File: config.mk
export PLATFORM = sky130hd
export DESIGN_NAME = led_array_arbiter_flat
export DESIGN_NICKNAME = d
export VERILOG_FILES = /design/src/rtl/led_array_arbiter_if.sv /design/src/rtl/led_array_arbiter.sv /design/src/flat_wrapper.sv
export SDC_FILE = /design/constraint.sdc
export NUM_CORES = 1
export LEC_CHECK = 0
export CAP_MARGIN = 20
export CORE_UTILIZATION = 50
export CTS_BUF_LIST = sky130_fd_sc_hd__clkbuf_2
export CTS_CLUSTER_SIZE = 40
export DETAILED_ROUTE_END_ITERATION = 16
export PLACE_DENSITY = 0.84
export SYNTH_ARGS = -nofsm -noshare
export SYNTH_HDL_FRONTEND = slang
export SYNTH_SLANG_ARGS = --single-unit
File: constraint.sdc
create_clock -name clk -period 2.45 [get_ports clk]
set_input_delay 0.49 -clock clk [delete_from_list [all_inputs] [get_ports clk]]
set_output_delay 0.49 -clock clk [all_outputs]
set_load 0.005 [all_outputs]
File: src/rtl/led_array_arbiter_if.sv
// led_array_arbiter_if: request/pattern bus between LED sources and the arbiter.
interface led_array_arbiter_if;
    logic [7:0] i_base_data;
    logic       i_evt_req;
    logic [7:0] i_evt_data;
    logic [3:0] i_evt_count;
    logic       i_alert_req;
    logic [7:0] i_alert_data;
    logic [7:0] o_led_data;
    logic       o_evt_ack;
    logic       o_evt_done;
    logic       o_busy;
    modport slave (
        input  i_base_data, i_evt_req, i_evt_data, i_evt_count, i_alert_req, i_alert_data,
        output o_led_data, o_evt_ack, o_evt_done, o_busy
    );
    modport master (
        output i_base_data, i_evt_req, i_evt_data, i_evt_count, i_alert_req, i_alert_data,
        input  o_led_data, o_evt_ack, o_evt_done, o_busy
    );
endinterface

File: src/rtl/led_array_arbiter.sv
// led_array_arbiter: LED bar arbiter of base pattern, counted event flash and pre-emptive alert blink.
// Optional LED_ARB_BASE_DIM_EN: 25% PWM dimming of the idle base pattern.
module led_array_arbiter #(
    parameter int TICK_DIV       = 50000,
    parameter int HALF_PERIOD_MS = 250
) (
    input logic                clk,
    input logic                rst,
    led_array_arbiter_if.slave bus
);
    localparam int PHASE = TICK_DIV * HALF_PERIOD_MS;
    localparam int CW    = PHASE > 1 ? $clog2(PHASE) : 1;
    typedef enum logic [2:0] {S_IDLE, S_EVT_ON, S_EVT_OFF, S_ALERT_ON, S_ALERT_OFF} state_t;
    state_t        r_state, w_next;
    logic [CW-1:0] r_cnt;
    logic [3:0]    r_rem;
    logic [7:0]    r_evt_data, w_led, w_base;
    logic          w_pe, w_ack, w_done;
    assign w_pe = r_cnt == CW'(PHASE - 1);
`ifdef LED_ARB_BASE_DIM_EN
    logic [1:0] r_dim;
    always_ff @(posedge clk or posedge rst)
        if (rst) r_dim <= 2'd0;
        else r_dim <= r_dim + 2'd1;
    assign w_base = r_dim == 2'd0 ? bus.i_base_data : 8'h00;
`else
    assign w_base = bus.i_base_data;
`endif
    always_comb begin
        w_next = r_state;
        w_ack  = 1'b0;
        w_done = 1'b0;
        case (r_state)
            S_IDLE:
                if (bus.i_alert_req) w_next = S_ALERT_ON;
                else if (bus.i_evt_req) begin
                    w_ack  = 1'b1;
                    w_done = bus.i_evt_count == 4'd0;
                    w_next = bus.i_evt_count == 4'd0 ? S_IDLE : S_EVT_ON;
                end
            S_EVT_ON:
                if (bus.i_alert_req) w_next = S_ALERT_ON;
                else if (w_pe) w_next = S_EVT_OFF;
            S_EVT_OFF:
                if (bus.i_alert_req) w_next = S_ALERT_ON;
                else if (w_pe) begin
                    w_done = r_rem == 4'd1;
                    w_next = r_rem == 4'd1 ? S_IDLE : S_EVT_ON;
                end
            S_ALERT_ON:
                if (w_pe) w_next = S_ALERT_OFF;
            S_ALERT_OFF:
                if (w_pe) w_next = bus.i_alert_req ? S_ALERT_ON : S_IDLE;
            default: w_next = S_IDLE;
        endcase
        // Outputs are computed from the next state so they change on the transition edge
        w_led = w_next == S_IDLE     ? w_base :
                w_next == S_EVT_ON   ? (w_ack ? bus.i_evt_data : r_evt_data) :
                w_next == S_ALERT_ON ? bus.i_alert_data : 8'h00;
    end
    always_ff @(posedge clk or posedge rst) begin
        if (rst) begin
            r_state        <= S_IDLE;
            r_cnt          <= '0;
            r_rem          <= 4'd0;
            r_evt_data     <= 8'h00;
            bus.o_led_data <= 8'h00;
            bus.o_evt_ack  <= 1'b0;
            bus.o_evt_done <= 1'b0;
            bus.o_busy     <= 1'b0;
        end else begin
            r_state <= w_next;
            r_cnt   <= (w_next != r_state || r_state == S_IDLE) ? '0 : r_cnt + CW'(1);
            if (w_ack) begin
                r_rem      <= bus.i_evt_count;
                r_evt_data <= bus.i_evt_data;
            end else if (w_next == S_ALERT_ON || w_done) r_rem <= 4'd0;
            else if (r_state == S_EVT_OFF && w_next == S_EVT_ON) r_rem <= r_rem - 4'd1;
            bus.o_led_data <= w_led;
            bus.o_evt_ack  <= w_ack;
            bus.o_evt_done <= w_done;
            bus.o_busy     <= w_next != S_IDLE;
        end
    end
endmodule

File: src/flat_wrapper.sv
// flat-port wrapper written by rule: the top's interface ports become plain ports
module led_array_arbiter_flat 
#(
    parameter int TICK_DIV       = 50000,
    parameter int HALF_PERIOD_MS = 250
)
  (clk, rst, bus_i_base_data, bus_i_evt_req, bus_i_evt_data, bus_i_evt_count, bus_i_alert_req, bus_i_alert_data, bus_o_led_data, bus_o_evt_ack, bus_o_evt_done, bus_o_busy);
  led_array_arbiter_if bus_i ();
  input logic clk;
  input logic rst;
  input wire logic [$bits(bus_i.i_base_data)-1:0] bus_i_base_data;
  input wire logic [$bits(bus_i.i_evt_req)-1:0] bus_i_evt_req;
  input wire logic [$bits(bus_i.i_evt_data)-1:0] bus_i_evt_data;
  input wire logic [$bits(bus_i.i_evt_count)-1:0] bus_i_evt_count;
  input wire logic [$bits(bus_i.i_alert_req)-1:0] bus_i_alert_req;
  input wire logic [$bits(bus_i.i_alert_data)-1:0] bus_i_alert_data;
  output wire logic [$bits(bus_i.o_led_data)-1:0] bus_o_led_data;
  output wire logic [$bits(bus_i.o_evt_ack)-1:0] bus_o_evt_ack;
  output wire logic [$bits(bus_i.o_evt_done)-1:0] bus_o_evt_done;
  output wire logic [$bits(bus_i.o_busy)-1:0] bus_o_busy;
  assign bus_i.i_base_data = bus_i_base_data;
  assign bus_i.i_evt_req = bus_i_evt_req;
  assign bus_i.i_evt_data = bus_i_evt_data;
  assign bus_i.i_evt_count = bus_i_evt_count;
  assign bus_i.i_alert_req = bus_i_alert_req;
  assign bus_i.i_alert_data = bus_i_alert_data;
  assign bus_o_led_data = bus_i.o_led_data;
  assign bus_o_evt_ack = bus_i.o_evt_ack;
  assign bus_o_evt_done = bus_i.o_evt_done;
  assign bus_o_busy = bus_i.o_busy;
  led_array_arbiter #(.TICK_DIV(TICK_DIV), .HALF_PERIOD_MS(HALF_PERIOD_MS)) u_core (.clk(clk), .rst(rst), .bus(bus_i));
endmodule
==> results.toml <==
[run_status]
status = "completed"

[power]
combPwrFrac = 0.274
sequentialPowerShare = 0.514
p_sw_frac = 0.3049
clkPwrFrac = 0.212
p_leak_uw = 0.001510
ir_drop_uv = 285.0
p_sw_uw = 616.1
design_power_total_uw = 2021
p_int_uw = 1404
powerDensity_mw_per_mm2 = 592.9

[placement]
routabilityCongestion = 0.8709
dp_hpwl_um = 4157
port_buffers = 42

[setup_path]
critical_path_arrival_ns = 2.74
r2r_cells = 6
reg2reg_slack_ns = 0.06
crit_required_ns = 2.80
path_max_fanout = 9
r2r_end = "u_core.bus.o_led_data[2]"
r2r-start = "u_core.r_cnt[9]"
crit_path_end = "u_core.bus.o_led_data[2]"
crit_path_start_kind = "register"
cp-startpoint = "u_core.r_cnt[9]"
crit_type = "reg2reg"
end_kind = "register"

[global_routing]
grt_overflow = 0
gr-usage-met1 = 0.2716
grt_max_degree = 51
grt_use_total = 0.2116
grt_pass1_wl_um = 9025
use_met3 = 0.04150
grt_pass1_vias = 2074
gr-max-usage-layer = "met2"
antenna_found_initial = 0
met2_usage = 0.3493

[yosys]
synthCells = 273
synth.distinct_cells = 50
async_flop_share = 1.000
ys_seq_area_frac = 0.4662
yosys_warnings = 0
ys_ff_latch = 50
avgSynthCellArea_um2 = 9.831
syn-num-nets = 308
synth_edf_count = 0
yosys_most_used_dff = "dfrtp_1"
synthesis.area_mm2 = 0.002684

[drt]
dr.pass1.iters = 4
ant_nets = 0
wirelength_um = 5917
dr.first_iter.drc_count = 162
via_per_inst = 5.475
vias = 2201
drc = 0
wire_per_inst_um = 14.72

[clock_network]
cts-htree-levels = 2
tritoncts = "yes"
clock_latency_ns = 0.42
cts_root_buffer = "clkbuf_2"
cts_buffer_depth = 2
cts.sinks = 50
clk_pin_slew_ns = 0.24
cts_made_buffers = 5

[cells_and_area]
fillers = 426
drive_gt1_frac = 0.1446
seqCellArea_mm2 = 0.001251
layout_common_cells = "50 x dfrtp_1, 42 x clkdlybuf4s50_1, 29 x nor2_1, 22 x nand2_1, 19 x a21oi_1"
syn2layout_area_growth_pct = 26.99
layout_commonest_cell = "dfrtp_1"
fin_util = 0.6631
diodes = 0
nets = 366
multi_input_area_mm2 = 0.001369

[min_path]
hp-class = "in2async"

[floorplanning]
dieArea_mm2 = 0.005665
coreArea_mm2 = 0.005140
io_pins = 43
start_util = 0.5222
chipHeight_um = 75.27
rows = 26
die_w_um = 75.27

[sta]
setup_viol = 0
drv_slew = 0
hold_viol = 0
worst_pin_slew_ns = 0.5575
worst_slew_margin_rel = 0.6283
min_period_ns = 2.393
max_freq_mhz = 417.9
fin_crit_sh = 0.9768
skew_ns = 0.007565

[job]
maxCapViolations = 0
==> power groups by stage <==
stage	sequential (µW)	clock, µW	combinational (µW)
floorplan	1020	0	345
global placement	1050	0	499
detailed placement	1050	0	519
CTS	1030	444	536
global route	1050	472	608
finish	1040	428	555
==> metal layers <==
layer / part of all wire / up-vias
met5: 0 / -
met4: 0.026 / 0
met3: 0.040 / 17
met2: 0.50 / 64
met1: 0.43 / 1049
li1: - / 1071
==> cell usage after synthesis (3+ instances only) <==
| cell type | instances | area share |
|---|---|---|
| mux2i_1 | 8 | 0.030 |
| nor3_1 | 6 | 0.011 |
| nand2_1 | 22 | 0.031 |
| and3_1 | 5 | 0.012 |
| xnor2_1 | 15 | 0.049 |
| o21ai_0 | 8 | 0.015 |
| dfrtp_1 | 50 | 0.47 |
| inv_1 | 17 | 0.024 |
| ha_1 | 3 | 0.014 |
| nor2_1 | 29 | 0.041 |
| a21oi_1 | 20 | 0.037 |
| mux2_4 | 8 | 0.045 |
| xor2_1 | 7 | 0.023 |
| nand4_1 | 4 | 0.0093 |
| clkbuf_1 | 6 | 0.0084 |
| o2bb2ai_1 | 8 | 0.026 |
| nand3_1 | 14 | 0.026 |
==> registers in the layout (all words and copies together) (netlist names) <==
name	cells
u_core.r_state	3
u_core.r_evt_data	8
u_core.bus.o_busy	1
u_core.bus.o_led_data	8
u_core.r_cnt	24
u_core.bus.o_evt_done	1
u_core.r_rem	4
u_core.bus.o_evt_ack	1
==> worst min-delay path by stage <==
stage                               from              endpoint  slack [ns]  depth (start not counted)
floorplan           u_core.r_evt_data[7]  u_core.r_evt_data[7]        0.45                          2
CTS                                  rst  u_core.r_evt_data[0]        0.36                          3
detailed placement  u_core.r_evt_data[6]  u_core.r_evt_data[6]        0.47                          2
global placement    u_core.r_evt_data[0]  u_core.r_evt_data[0]        0.46                          2
global route                         rst  u_core.r_evt_data[2]        0.37                          3
finish                               rst  u_core.r_evt_data[2]        0.37                          3
==> critical path: stages, from the launching register on <==
cell,delay (ns)
dfrtp_1,0.47
nor4b_2,0.31
nand4_1,0.35
o31ai_1,0.35
o41a_1,0.28
o211ai_4,0.21
mux2_4,0.34
==> kinds of logic (layout without fill, tap and decap cells) <==
family          Yosys count  after routing  synth area share
compound gates           56             56            0.1501
simple gates             99             99            0.1837
mux                      16             16           0.07460
xor+xnor                 22             22           0.07180
buf+inv                  27             86           0.03962
flops                    50             50            0.4662
fa+ha+maj                 3              3           0.01399
==> layout make-up <==
class / count / share of cell area
multi-input combinational: 196 / 0.4016
inverter: 18 / 0.01982
sequential: 50 / 0.3671
timing repair buffer: 60 / 0.1667
tap: 70 / 0.02570
clock inverter: 3 / 0.01175
clock buffer: 5 / 0.007342
==> metrics by stage <==
stage          worst slack, ns    TNS [ns]  hold WS [ns]  instance area (µm²)  instances
2_1_floorplan           0.1600           0        0.4465                 2684        273
3_3_place_gp           -0.2072      -1.652        0.4640                 3293        393
3_5_place_dp           -0.2630      -2.212        0.4690                 3293        393
4_1_cts                0.01497           0        0.3626                 3378        402
5_1_grt             -0.0004881  -0.0004881        0.3676                 3408        402
6_report               0.05696           0        0.3745                 3408        402
==> timing repair <==
item                       4_1_cts  5_1_grt
hold buffers                     0        0
resized for setup                1        8
setup buffers                    1        0
cloned                           0        0
hold endpoints to repair         0        0
setup endpoints to repair        2       10
pin swaps                        0        3
Power figures use the tool's default switching activity.
